File: config.mk
export PLATFORM = sky130hd
export DESIGN_NAME = ddr_tx_scheduler
export DESIGN_NICKNAME = d
export VERILOG_FILES = /design/src/rtl/ddr_tx_scheduler.sv
export SDC_FILE = /design/constraint.sdc
export NUM_CORES = 1
export LEC_CHECK = 0
export CELL_PAD_IN_SITES_DETAIL_PLACEMENT = 1
export CELL_PAD_IN_SITES_GLOBAL_PLACEMENT = 2
export CORE_MARGIN = 4
export CORE_UTILIZATION = 30
export DETAILED_ROUTE_END_ITERATION = 12
export GPL_ROUTABILITY_DRIVEN = 0
export GPL_TIMING_DRIVEN = 0
export PLACE_DENSITY_LB_ADDON = 0.1
export REMOVE_ABC_BUFFERS = 1
export SYNTH_ARGS = -nofsm -noshare
export SYNTH_HDL_FRONTEND = slang
export SYNTH_SLANG_ARGS = --single-unit
export TNS_END_PERCENT = 5
File: constraint.sdc
create_clock -name clk -period 2.53 [get_ports clk]
set_clock_uncertainty 0.15 [all_clocks]
set_input_delay 0.506 -clock clk [delete_from_list [all_inputs] [get_ports clk]]
set_output_delay 0.506 -clock clk [all_outputs]
set_load 0.01 [all_outputs]
File: src/rtl/ddr_tx_scheduler.sv
// DDR transmit sequencer: shifts parallel words out MSB-first as rise/fall bit pairs.
// Optional burst preamble is enabled by defining DDR_TX_PREAMBLE_EN.
module ddr_tx_scheduler #(
  parameter int   DATA_W     = 16,
  parameter logic IDLE_VAL   = 1'b0,
  parameter int   PRE_CYCLES = 4
) (
  input  logic              clk,
  input  logic              rst,
  input  logic              enable,
  input  logic [DATA_W-1:0] s_data,
  input  logic              s_valid,
  output logic              s_ready,
  output logic              d_rise,
  output logic              d_fall,
  output logic              busy,
  output logic              underrun
);

  localparam int HALF    = DATA_W / 2;
  // One counter serves both the beat index and the preamble length.
  localparam int CNT_MAX = (HALF > PRE_CYCLES) ? HALF : PRE_CYCLES;
  localparam int CNT_W   = $clog2(CNT_MAX);
  localparam logic [CNT_W-1:0] LAST_BEAT = CNT_W'(HALF - 1);
`ifdef DDR_TX_PREAMBLE_EN
  localparam logic [CNT_W-1:0] LAST_PRE  = CNT_W'(PRE_CYCLES - 1);
`endif

  typedef enum logic [1:0] {
    IDLE  = 2'd0,
    PRE   = 2'd1,
    SHIFT = 2'd2
  } state_t;

  state_t            r_state;
  logic [CNT_W-1:0]  r_cnt;
  logic [DATA_W-1:0] r_sreg;
  logic              r_dRise;
  logic              r_dFall;
  logic              r_underrun;
  logic              w_accept;

  always_comb begin
    s_ready = 1'b0;
    if (!rst) begin
      case (r_state)
`ifdef DDR_TX_PREAMBLE_EN
        IDLE:    s_ready = 1'b0;
        PRE:     s_ready = enable && (r_cnt == LAST_PRE);
`else
        IDLE:    s_ready = enable;
`endif
        SHIFT:   s_ready = enable && (r_cnt == LAST_BEAT);
        default: s_ready = 1'b0;
      endcase
    end
  end

  assign w_accept = s_valid && s_ready;

  // The MSB pair of a new word goes straight to the outputs at the accept edge,
  // so the shift register holds only the bits still to be sent.
  always_ff @(posedge clk) begin
    if (rst) begin
      r_state    <= IDLE;
      r_cnt      <= '0;
      r_sreg     <= '0;
      r_dRise    <= IDLE_VAL;
      r_dFall    <= IDLE_VAL;
      r_underrun <= 1'b0;
    end else begin
      r_underrun <= 1'b0;
      case (r_state)
        IDLE: begin
`ifdef DDR_TX_PREAMBLE_EN
          if (enable && s_valid) begin
            r_state <= PRE;
            r_cnt   <= '0;
            r_dRise <= 1'b1;
            r_dFall <= 1'b0;
          end
`else
          if (w_accept) begin
            r_state <= SHIFT;
            r_cnt   <= '0;
            r_dRise <= s_data[DATA_W-1];
            r_dFall <= s_data[DATA_W-2];
            r_sreg  <= {s_data[DATA_W-3:0], 2'b00};
          end
`endif
        end
`ifdef DDR_TX_PREAMBLE_EN
        PRE: begin
          if (!enable) begin
            r_state <= IDLE;
            r_cnt   <= '0;
            r_dRise <= IDLE_VAL;
            r_dFall <= IDLE_VAL;
          end else if (r_cnt == LAST_PRE) begin
            if (w_accept) begin
              r_state <= SHIFT;
              r_cnt   <= '0;
              r_dRise <= s_data[DATA_W-1];
              r_dFall <= s_data[DATA_W-2];
              r_sreg  <= {s_data[DATA_W-3:0], 2'b00};
            end else begin
              r_state    <= IDLE;
              r_cnt      <= '0;
              r_dRise    <= IDLE_VAL;
              r_dFall    <= IDLE_VAL;
              r_underrun <= 1'b1;
            end
          end else begin
            r_cnt <= r_cnt + 1'b1;
          end
        end
`endif
        SHIFT: begin
          if (r_cnt != LAST_BEAT) begin
            r_dRise <= r_sreg[DATA_W-1];
            r_dFall <= r_sreg[DATA_W-2];
            r_sreg  <= {r_sreg[DATA_W-3:0], 2'b00};
            r_cnt   <= r_cnt + 1'b1;
          end else if (w_accept) begin
            r_cnt   <= '0;
            r_dRise <= s_data[DATA_W-1];
            r_dFall <= s_data[DATA_W-2];
            r_sreg  <= {s_data[DATA_W-3:0], 2'b00};
          end else begin
            // A disabled last beat is a clean stop, not a starved one.
            r_state    <= IDLE;
            r_cnt      <= '0;
            r_dRise    <= IDLE_VAL;
            r_dFall    <= IDLE_VAL;
            r_underrun <= enable && !s_valid;
          end
        end
        default: begin
          r_state <= IDLE;
          r_cnt   <= '0;
          r_dRise <= IDLE_VAL;
          r_dFall <= IDLE_VAL;
        end
      endcase
    end
  end

  assign d_rise   = r_dRise;
  assign d_fall   = r_dFall;
  assign underrun = r_underrun;
  assign busy     = (r_state != IDLE);

endmodule

# --- Word-level counts from Yosys, hierarchy flattened ---
# Cells that the tools add are included.
word_totals:
  register_bits: 24
  inputBits: 20
  out_inout_bits: 5
  word_cells: 43
classes:
  add_sub_neg: 1
  n_eq_ne: 6
  mux: 20
  bitwise: 1
  reduce_logical: 9
ops:
  columns: ["operator", "count"]
  rows:
  - ["$mux W16", 2]
  - ["$pmux W16 S2", 1]
  - ["$mux W1", 7]
  - ["$mux W2", 3]
  - ["$mux W3", 2]
  - ["$ne A2 B2 Y1 const B", 3]
  - ["$pmux W1 S2", 3]
  - ["$pmux W3 S2", 1]
  - ["$pmux W2 S2", 1]
  - ["$reduce_bool A2 Y1", 2]
  - ["$reduce_or A4 Y1", 1]
  - ["$add A3 B1 Y3 const B", 1]
  - ["$eq A3 B3 Y1 const B", 1]
  - ["$logic_and A1 B1 Y1", 3]
  - ["$ne A3 B3 Y1 const B", 1]
  - ["$reduce_and A3 Y1", 1]
  - ["$eq A2 B2 Y1 const B", 1]
  - ["$logic_not A2 Y1", 1]
  - ["$logic_not A1 Y1", 1]
  - ["$not A1 Y1", 1]

# --- Logic depth before layout (Yosys ltp) ---
# Gate-level depths: netlist (run 1).
logic_depth:
  depth_word: 8
  ltp_mapped: 7

# --- Worst setup path before layout (run 1) ---
# No wires, ideal clock.
synth_timing:
  path_kind: "register to output"
  start: "register r_cnt[0]"
  end: "output s_ready"
  t_arrival_ns: 1.264
  path_slack_ns: 0.610
  stages_incl_launch_ff: 7
  path_cell_list: "dfxtp_1 -> ha_1 -> ha_1 -> and2b_1 -> buf_4 -> buf_6 -> nor2_1"
synth_via:
  elab_chain_len: 4
synth_lines:
  columns: ["item", "line", "text"]
  rows:
  - ["from (decl)", "36", "logic [CNT_W-1:0] r_cnt;"]
  - ["from (signal assigned)", "123", "r_cnt <= r_cnt + 1'b1;"]
  - ["$eq A3 B3 Y1", "53", "SHIFT: s_ready = enable && (r_cnt == LAST_BEAT);"]
  - ["$logic_and A1 B1 Y1", "53", null]
  - ["$pmux W1 S2", "46", "case (r_state)"]
  - ["$mux W1", "45", "if (!rst) begin"]
  - ["to (decl)", "13", "output logic s_ready,"]
# Every way passes these cells.

# --- Worst setup path in the final report (run 1) ---
# Ends and elaborated chain as after synthesis.

==> flow_summary.yaml, run 1 <==
sta:
  fin_ws_ns: 0.377
  setup_violations: 0
  finalHoldViolations: 0
  post-route-min-period_ns: 2.15
  max_freq_ghz: 0.464
  fin_crit_sh_pct: 85.1
  final-max-slew-violation-count: 0
  hold_slack_ns: 0.323
  slew_headroom_pct: 40.0
  worst-slew-pin-transition_ns: 0.899
  setup-tns-final_ns: 0
  rsz0062_at_grt: "false"
synthesis:
  synth_edf_count: 0
  synthTopCellsByCount: "dfxtp_1, nand2_1, nor2_1"
  syn_inst: 118
  synth_warnings: 0
  synth_top_area_share_pct: 43.6
  synth_area_um2: 1060
  yosys.area.top_type: "dfxtp_1"
  synth_ff_type: "dfxtp_1"
  yosysSeqAreaShare_pct: 43.6
  async_flop_share_pct: 0
  yosysUniqueCellTypes: 22
  synth_seq_cells: 23
  avgSynthCellArea_um2: 8.95
  synth_most_common_cell: "dfxtp_1"
  synthTopCellsByArea: "dfxtp_1, a211oi_2, a21oi_1"
worst_setup_path:
  worstSetupPathType: "reg2out"
  start_kind: "flop"
  r2r_setup_slack_ns: 0.64
  critPathArrivalTime_ns: 1.50
  worst_setup_path_end_kind: "output port"
  worstPathMaxFanout: 3
  required_ns: 1.87
cells_and_area:
  multiInputGateArea_um2: 538
  final_area_um2: 1330
  n_fill_cell: 427
  fin_nets: 161
  n_antenna_cell: 0
  utilization_pct: 39.5
  drive_gt1_share_pct: 16.7
  area_growth_pct: 25.9
  regArea_um2: 462
pwr:
  sw_frac_of_total_pct: 26.9
  p_int_uw: 502
  seqPwrFrac_pct: 57.5
  powerDensity_nw_per_um2: 516
  p_comb_share_pct: 17.0
  irDropWorstVdd_uv: 220
  p_leak_uw: 0.000494
  power.switching_uw: 185
  clock_power_share_pct: 25.5
global_route:
  grt_pass1_vias: 1014
  grt_pass1_wl_um: 4420
  grt_usage_pct: 12.7
  overflow: 0
  grt_max_degree: 25
  antenna_found_initial: 0
drt:
  vias_per_cell: 4.99
  ant_nets: 0
  drcViolationCount: 0
  post_drt_wl_per_cell_um: 13.9
  drtIter0Drc: 33
  num_vias: 919
  detail_route.first_pass.iterations: 4
  drt-total-wl_um: 2550
floorplan:
  core_region_area_um2: 3360
  die_w_um: 67.3
  start_util_pct: 31.4
  io_pins: 25
  num_rows: 21
  chipHeight_um: 67.3
  die-area_um2: 4530
clock_tree:
  clk_path_buf_depth: 2
  clock-sinks: 23
  numCtsBuffers: 3
  cts-root-buf: "clkbuf_4"
  clkTransAtPathRegs_ns: 0.13
  clk_latency_ns: 0.32
  cts_tree: "yes"
  htreeDepth: 1
place:
  postPlaceCellArea_um2: 1290
  place_ws_ns: -0.672
  portBuffers: 24
  dp_hpwl_um: 1650
job:
  maxCapViolations: 0
status:
  status: "complete, no violations"
hold_path:
  min_path_type: "reg2reg"
## routing by layer
layer	wire length, µm	GRT usage [%]	up-vias
met5	0	0	-
met1	1190	14.9	442
met2	1250	23.7	20
met4	36	3.04	0
met3	86	2.16	5
li1	-	-	452
## final cells by class
cell class	instances	share of cell area, %
clock buffer	3	1.69
clock inverter	1	0.376
multi-input combinational	86	40.5
sequential	23	34.7
tap	46	4.33
timing repair buffer	25	18.4
## stage by stage
stage | power (µW) | cells
finish | 686 | 184
global route | 722 | 184
CTS | 698 | 184
detailed placement | 521 | 179
global placement | 517 | 179
floorplan | 459 | 109
## flip-flops by register name (all words and copies together) (netlist names)
name      count
r_sreg       16
d_fall        1
r_cnt         3
d_rise        1
r_state       1
underrun      1
## worst max-delay path, stage by stage (launching register included)
cell and delay [ns]:
dfxtp_2 0.35, ha_1 0.19, ha_1 0.19, and2b_4 0.25, nor2_1 0.04, dlymetal6s2s_1 0.16
## kinds of logic after synthesis
family | share of synthesized area, %
and+or+nand+nor | 21.1
AOI/OAI and AO/OA | 27.3
DFF | 43.6
buffers and inverters | 5.69
adders and majority gates | 2.37
## power by group through the flow
stage / Clock, µW / Sequential, µW / Combinational, µW
2_1_floorplan: 0 / 400 / 58.3
3_3_place_gp: 0 / 402 / 115
3_5_place_dp: 0 / 403 / 118
4_1_cts: 183 / 394 / 120
5_1_grt: 194 / 398 / 130
6_report: 175 / 394 / 117
## repair_timing
item / in CTS / in global routing
endpoints found under the setup margin: 23 / 1
resized for setup: 5 / 4
hold buffers: 0 / 0
setup buffers: 1 / 0
endpoints found under the hold margin: 0 / 0
## path summary, 6_finish.rpt
kind                                            start                    end  cells past startpoint
worst max-delay path            r_cnt[0]$_SDFFE_PP0P_                s_ready                      5
worst min-delay path             r_sreg[6]$_SDFF_PP0_   r_sreg[6]$_SDFF_PP0_                      2
worst max register to register  r_cnt[0]$_SDFFE_PP0P_  r_cnt[0]$_SDFFE_PP0P_                      5
worst min register to register   r_sreg[6]$_SDFF_PP0_   r_sreg[6]$_SDFF_PP0_                      2
## layout by cell type (no fill, tap or decap)
cell	n
a211oi_1	7
a211oi_2	7
a21oi_1	13
a21oi_2	7
a22oi_1	2
and2_1	2
and2b_1	1
and2b_4	1
and3b_1	1
buf_2	1
buf_4	1
clkbuf_4	3
clkdlybuf4s50_1	22
clkinv_2	1
dfxtp_1	22
dfxtp_2	1
dlymetal6s2s_1	1
ha_1	2
nand2_1	17
nand2b_1	3
nand3_1	2
nand3b_1	3
nor2_1	15
nor3_1	1
nor3_2	1
o22ai_1	1
Power figures use the tool's default switching activity.
==> run 2: changes to the inputs <==
--- a/config.mk
+++ b/config.mk
@@ -8,8 +8,9 @@
 export CELL_PAD_IN_SITES_DETAIL_PLACEMENT = 1
 export CELL_PAD_IN_SITES_GLOBAL_PLACEMENT = 2
 export CORE_MARGIN = 4
-export CORE_UTILIZATION = 30
+export CORE_UTILIZATION = 38
 export DETAILED_ROUTE_END_ITERATION = 12
+export DONT_BUFFER_PORTS = 1
 export GPL_ROUTABILITY_DRIVEN = 0
 export GPL_TIMING_DRIVEN = 0
 export PLACE_DENSITY_LB_ADDON = 0.1
==> flow_summary.yaml, run 2 (synthesis gave the netlist of run 1 again) <==
place:
  portBuffers: 0
  dp_cells: 139
  postPlaceCellArea_um2: 1030
  dp_hpwl_um: 1540
global_route:
  antenna_found_initial: 0
  overflow: 0
  grt_usage_pct: 14.9
  grt_pass1_wl_um: 4020
  grt_pass1_vias: 895
  grt_max_degree: 25
cells_and_area:
  n_antenna_cell: 0
  regArea_um2: 460
  layout_commonest_cell: "dfxtp_1"
  area_growth_pct: 0.474
  n_fill_cell: 315
  finalNonFillerCells: 143
  largest_reg_flops: 16
  final_cell_mix: "dfxtp_1, nand2_1, nor2_1"
  final_area_um2: 1060
  regMostFlops: "r_sreg"
  fin_nets: 136
  multiInputGateArea_um2: 537
  reg_top3: "r_sreg x16, r_cnt x3"
  drive_gt1_share_pct: 16.8
worst_setup_path:
  start_kind: "flop"
  worstPathMaxFanout: 18
  worstSetupPathType: "reg2out"
  crit_start: "r_cnt[0]$_SDFFE_PP0P_"
  timing.rr.start: "r_cnt[0]$_SDFFE_PP0P_"
  critPathArrivalTime_ns: 1.71
  required_ns: 1.87
  worst_setup_path_end_kind: "output port"
clock_tree:
  cts-root-buf: "clkbuf_4"
  cts_setup_buffers: 0
  clk_latency_ns: 0.31
  cts-hold-fix-buffers: 0
  cts-resized-gates: 1
  clock-sinks: 23
  clkTransAtPathRegs_ns: 0.13
  clk_path_buf_depth: 2
  numCtsBuffers: 3
  cts_tree: "yes"
  htreeDepth: 1
pwr:
  clock_power_share_pct: 26.8
  p_comb_share_pct: 11.1
  p_int_uw: 473
  seqPwrFrac_pct: 62.2
  sw_frac_of_total_pct: 25.6
  power.switching_uw: 162
  irDropWorstVdd_uv: 239
  p_leak_uw: 0.000381
  powerDensity_nw_per_um2: 599
  p_total_uw: 636
drt:
  ant_nets: 0
  vias_per_cell: 5.71
  num_vias: 816
  drtIter0Drc: 31
  drt-total-wl_um: 2330
  drcViolationCount: 0
  post_drt_wl_per_cell_um: 16.3
  detail_route.first_pass.iterations: 2
floorplan:
  die-area_um2: 3690
  start_util_pct: 41.1
  num_rows: 18
  chipHeight_um: 60.7
  core_region_area_um2: 2570
  io_pins: 25
  die_w_um: 60.7
sta:
  finalHoldViolations: 0
  worst-slew-pin-transition_ns: 0.908
  setup-tns-final_ns: 0
  max_freq_ghz: 0.423
  rsz0062_at_grt: "false"
  final-max-slew-violation-count: 0
  post-route-min-period_ns: 2.36
  setup_violations: 0
  hold_slack_ns: 0.0866
  fin_crit_sh_pct: 93.4
  slew_headroom_pct: 39.5
job:
  maxCapViolations: 0
hold_path:
  worstHoldStart: "rst"
  min_path_type: "in2reg"
status:
  status: "complete, no violations"
[run 2: cell types whose count changed in the layout (fill, tap and decap cells not counted)]
cell / delta
dfxtp_2: -1
dfxtp_1: +1
dlymetal6s2s_1: -1
and2b_4: -1
buf_4: -1
clkinv_2: -1
and2b_2: +1
clkdlybuf4s50_1: -22
clkbuf_1: +1
buf_2: -1
[run 2: stage by stage]
| stage | util, % | worst slack, ns |
|---|---|---|
| after floorplan | - | 0.482 |
| final | 41.3 | 0.166 |
| after global routing | 41.3 | 0.00390 |
| after global placement | 40.3 | 0.210 |
| after CTS | 41.3 | 0.107 |
| after detailed placement | 40.3 | 0.195 |
[run 2: layout make-up]
cell class | instances | share of cell area [%]
multi-input cells | 86 | 50.6
flip-flops and latches | 23 | 43.4
well taps | 30 | 3.54
clock buffers | 4 | 2.48
[run 2: path summary, 6_finish.rpt]
check             depth (start not counted)               endpoint  slack [ns]
hold / removal                            1   r_sreg[3]$_SDFF_PP0_        0.09
setup reg to reg                          5  r_cnt[0]$_SDFFE_PP0P_        0.65
hold reg to reg                           2   r_sreg[6]$_SDFF_PP0_        0.32
setup / recovery                          4                s_ready        0.17
[run 2: worst max-delay path: stages (launching register included)]
cell and delay, ns:
dfxtp_1 0.35, ha_1 0.20, ha_1 0.20, and2b_2 0.50, nor2_1 0.16
[run 2: layer usage]
layer | share of wire, % | global-route usage [%] | wire length [µm] | up-vias
li1 | - | - | - | 402
met1 | 42 | 17.8 | 986 | 388
met2 | 49 | 25.2 | 1140 | 22
met3 | 7.6 | 4.26 | 176 | 4
met4 | 0.95 | 5.57 | 22 | 0
met5 | 0 | 0 | 0 | -
[run 2: power by group through the flow]
stage | sequential, µW | combinational (µW) | clock, µW
after floorplan | 400 | 58.3 | 0
after global placement | 403 | 69.2 | 0
after detailed placement | 404 | 73.0 | 0
after CTS | 396 | 72.9 | 181
after global routing | 399 | 81.2 | 202
final | 395 | 70.3 | 170
==> run 3: changes to the inputs <==
--- a/config.mk
+++ b/config.mk
@@ -7,6 +7,7 @@
 export LEC_CHECK = 0
 export CELL_PAD_IN_SITES_DETAIL_PLACEMENT = 1
 export CELL_PAD_IN_SITES_GLOBAL_PLACEMENT = 2
+export CORE_ASPECT_RATIO = 1.25
 export CORE_MARGIN = 4
 export CORE_UTILIZATION = 38
 export DETAILED_ROUTE_END_ITERATION = 12
==> flow_summary.yaml, run 3 (synthesis gave the netlist of run 1 again) <==
cells_and_area:
  fin_nets: 136
  layout_commonest_cell: "dfxtp_1"
  regMostFlops: "r_sreg"
  reg_top3: "r_sreg x16, r_cnt x3"
  n_fill_cell: 325
  drive_gt1_share_pct: 17.7
  largest_reg_flops: 16
  final_cell_mix: "dfxtp_1, nand2_1, nor2_1"
  area_growth_pct: 1.07
  n_antenna_cell: 0
hold_path:
  worstHoldStart: "rst"
  min_path_type: "in2reg"
clock_tree:
  clkTransAtPathRegs_ns: 0.13
  cts_tree: "yes"
  cts-root-buf: "clkbuf_4"
  htreeDepth: 1
  clk_path_buf_depth: 2
  clk_latency_ns: 0.32
  clock-sinks: 23
  cts_setup_buffers: 0
  numCtsBuffers: 3
sta:
  finalHoldViolations: 0
  setup_violations: 0
  post-route-min-period_ns: 2.40
  max_freq_ghz: 0.417
  hold_slack_ns: 0.0791
  fin_crit_sh_pct: 94.7
  rsz0062_at_grt: "false"
  setup-tns-final_ns: 0
  final-max-slew-violation-count: 0
  slew_headroom_pct: 41.2
  worst-slew-pin-transition_ns: 0.881
global_route:
  antenna_found_initial: 0
  grt_pass1_wl_um: 3860
  grt_pass1_vias: 863
  grt_max_degree: 25
  grt_usage_pct: 14.8
  overflow: 0
place:
  portBuffers: 0
  dp_hpwl_um: 1440
worst_setup_path:
  crit_start: "r_cnt[0]$_SDFFE_PP0P_"
  required_ns: 1.87
  worstSetupPathType: "reg2out"
  worstPathMaxFanout: 18
  timing.rr.start: "r_cnt[0]$_SDFFE_PP0P_"
  critPathArrivalTime_ns: 1.74
  start_kind: "flop"
  worst_setup_path_end_kind: "output port"
pwr:
  irDropWorstVdd_uv: 231
  powerDensity_nw_per_um2: 597
  p_leak_uw: 0.000383
drt:
  ant_nets: 0
  post_drt_wl_per_cell_um: 15.3
  drcViolationCount: 0
  drtIter0Drc: 9
  vias_per_cell: 5.49
  num_vias: 807
  detail_route.first_pass.iterations: 2
  drt-total-wl_um: 2250
floorplan:
  chipHeight_um: 66.9
  num_rows: 21
  start_util_pct: 39.4
  core_region_area_um2: 2680
  die_w_um: 55.2
  die-area_um2: 3690
  io_pins: 25
status:
  status: "complete, no violations"
job:
  maxCapViolations: 0
-- run 3: cell count changes in the layout (fill, tap and decap cells not counted) --
| cell | previous run | this run |
|---|---|---|
| clkinv_2 | 0 | 1 |
| clkbuf_1 | 1 | 0 |
-- run 3: final cells by class --
cell class | instances | area, µm² | area share, %
clock buffers | 3 | 22.5 | 2.11
clock inverters | 1 | 5.00 | 0.469
multi-input cells | 86 | 537 | 50.3
flip-flops and latches | 23 | 460 | 43.1
well taps | 34 | 42.5 | 3.99
-- run 3: stage by stage --
step | setup WS [ns] | cell area (µm²) | utilization (%) | total power, µW | std cells
after global routing | 0.0274 | 1070 | 39.8 | 681 | 147
after detailed placement | 0.204 | 1040 | 38.7 | 475 | 143
after floorplan | 0.482 | 996 | - | 459 | 109
final | 0.133 | 1070 | 39.8 | 637 | 147
after global placement | 0.223 | 1040 | 38.7 | 472 | 143
after CTS | 0.0930 | 1070 | 39.8 | 653 | 147
-- run 3: repair_timing --
action / CTS / global route
resized for setup: 1 / 0
hold buffers: 0 / 0
setup endpoints to repair: 1 / 0
-- run 3: critical path: stages (launching register included) --
cell and delay, ns:
dfxtp_1 0.35, ha_1 0.20, ha_1 0.19, and2b_2 0.52, nor2_1 0.17
-- run 3: per-layer routing --
metal,GRT usage (%),wire (µm),part of all wire [%],vias up
li1,-,-,-,403
met1,16.5,972,43,376
met2,24.0,1050,47,23
met3,4.03,173,7.7,5
met4,9.12,57,2.5,0
met5,0,0,0,-
-- run 3: worst paths after layout --
path	cells after the start	end	slack (ns)
worst max-delay path	4	s_ready	0.13
worst min-delay path	1	r_sreg[3]$_SDFF_PP0_	0.08
worst max register to register	5	r_cnt[0]$_SDFFE_PP0P_	0.67
worst min register to register	2	r_sreg[7]$_SDFF_PP0_	0.31
-- run 3: report_power, final --
group | switching (µW) | internal, µW
Combinational | 40.3 | 29.4
Sequential | 12.5 | 382
Clock | 113 | 59.3
Total | 166 | 471
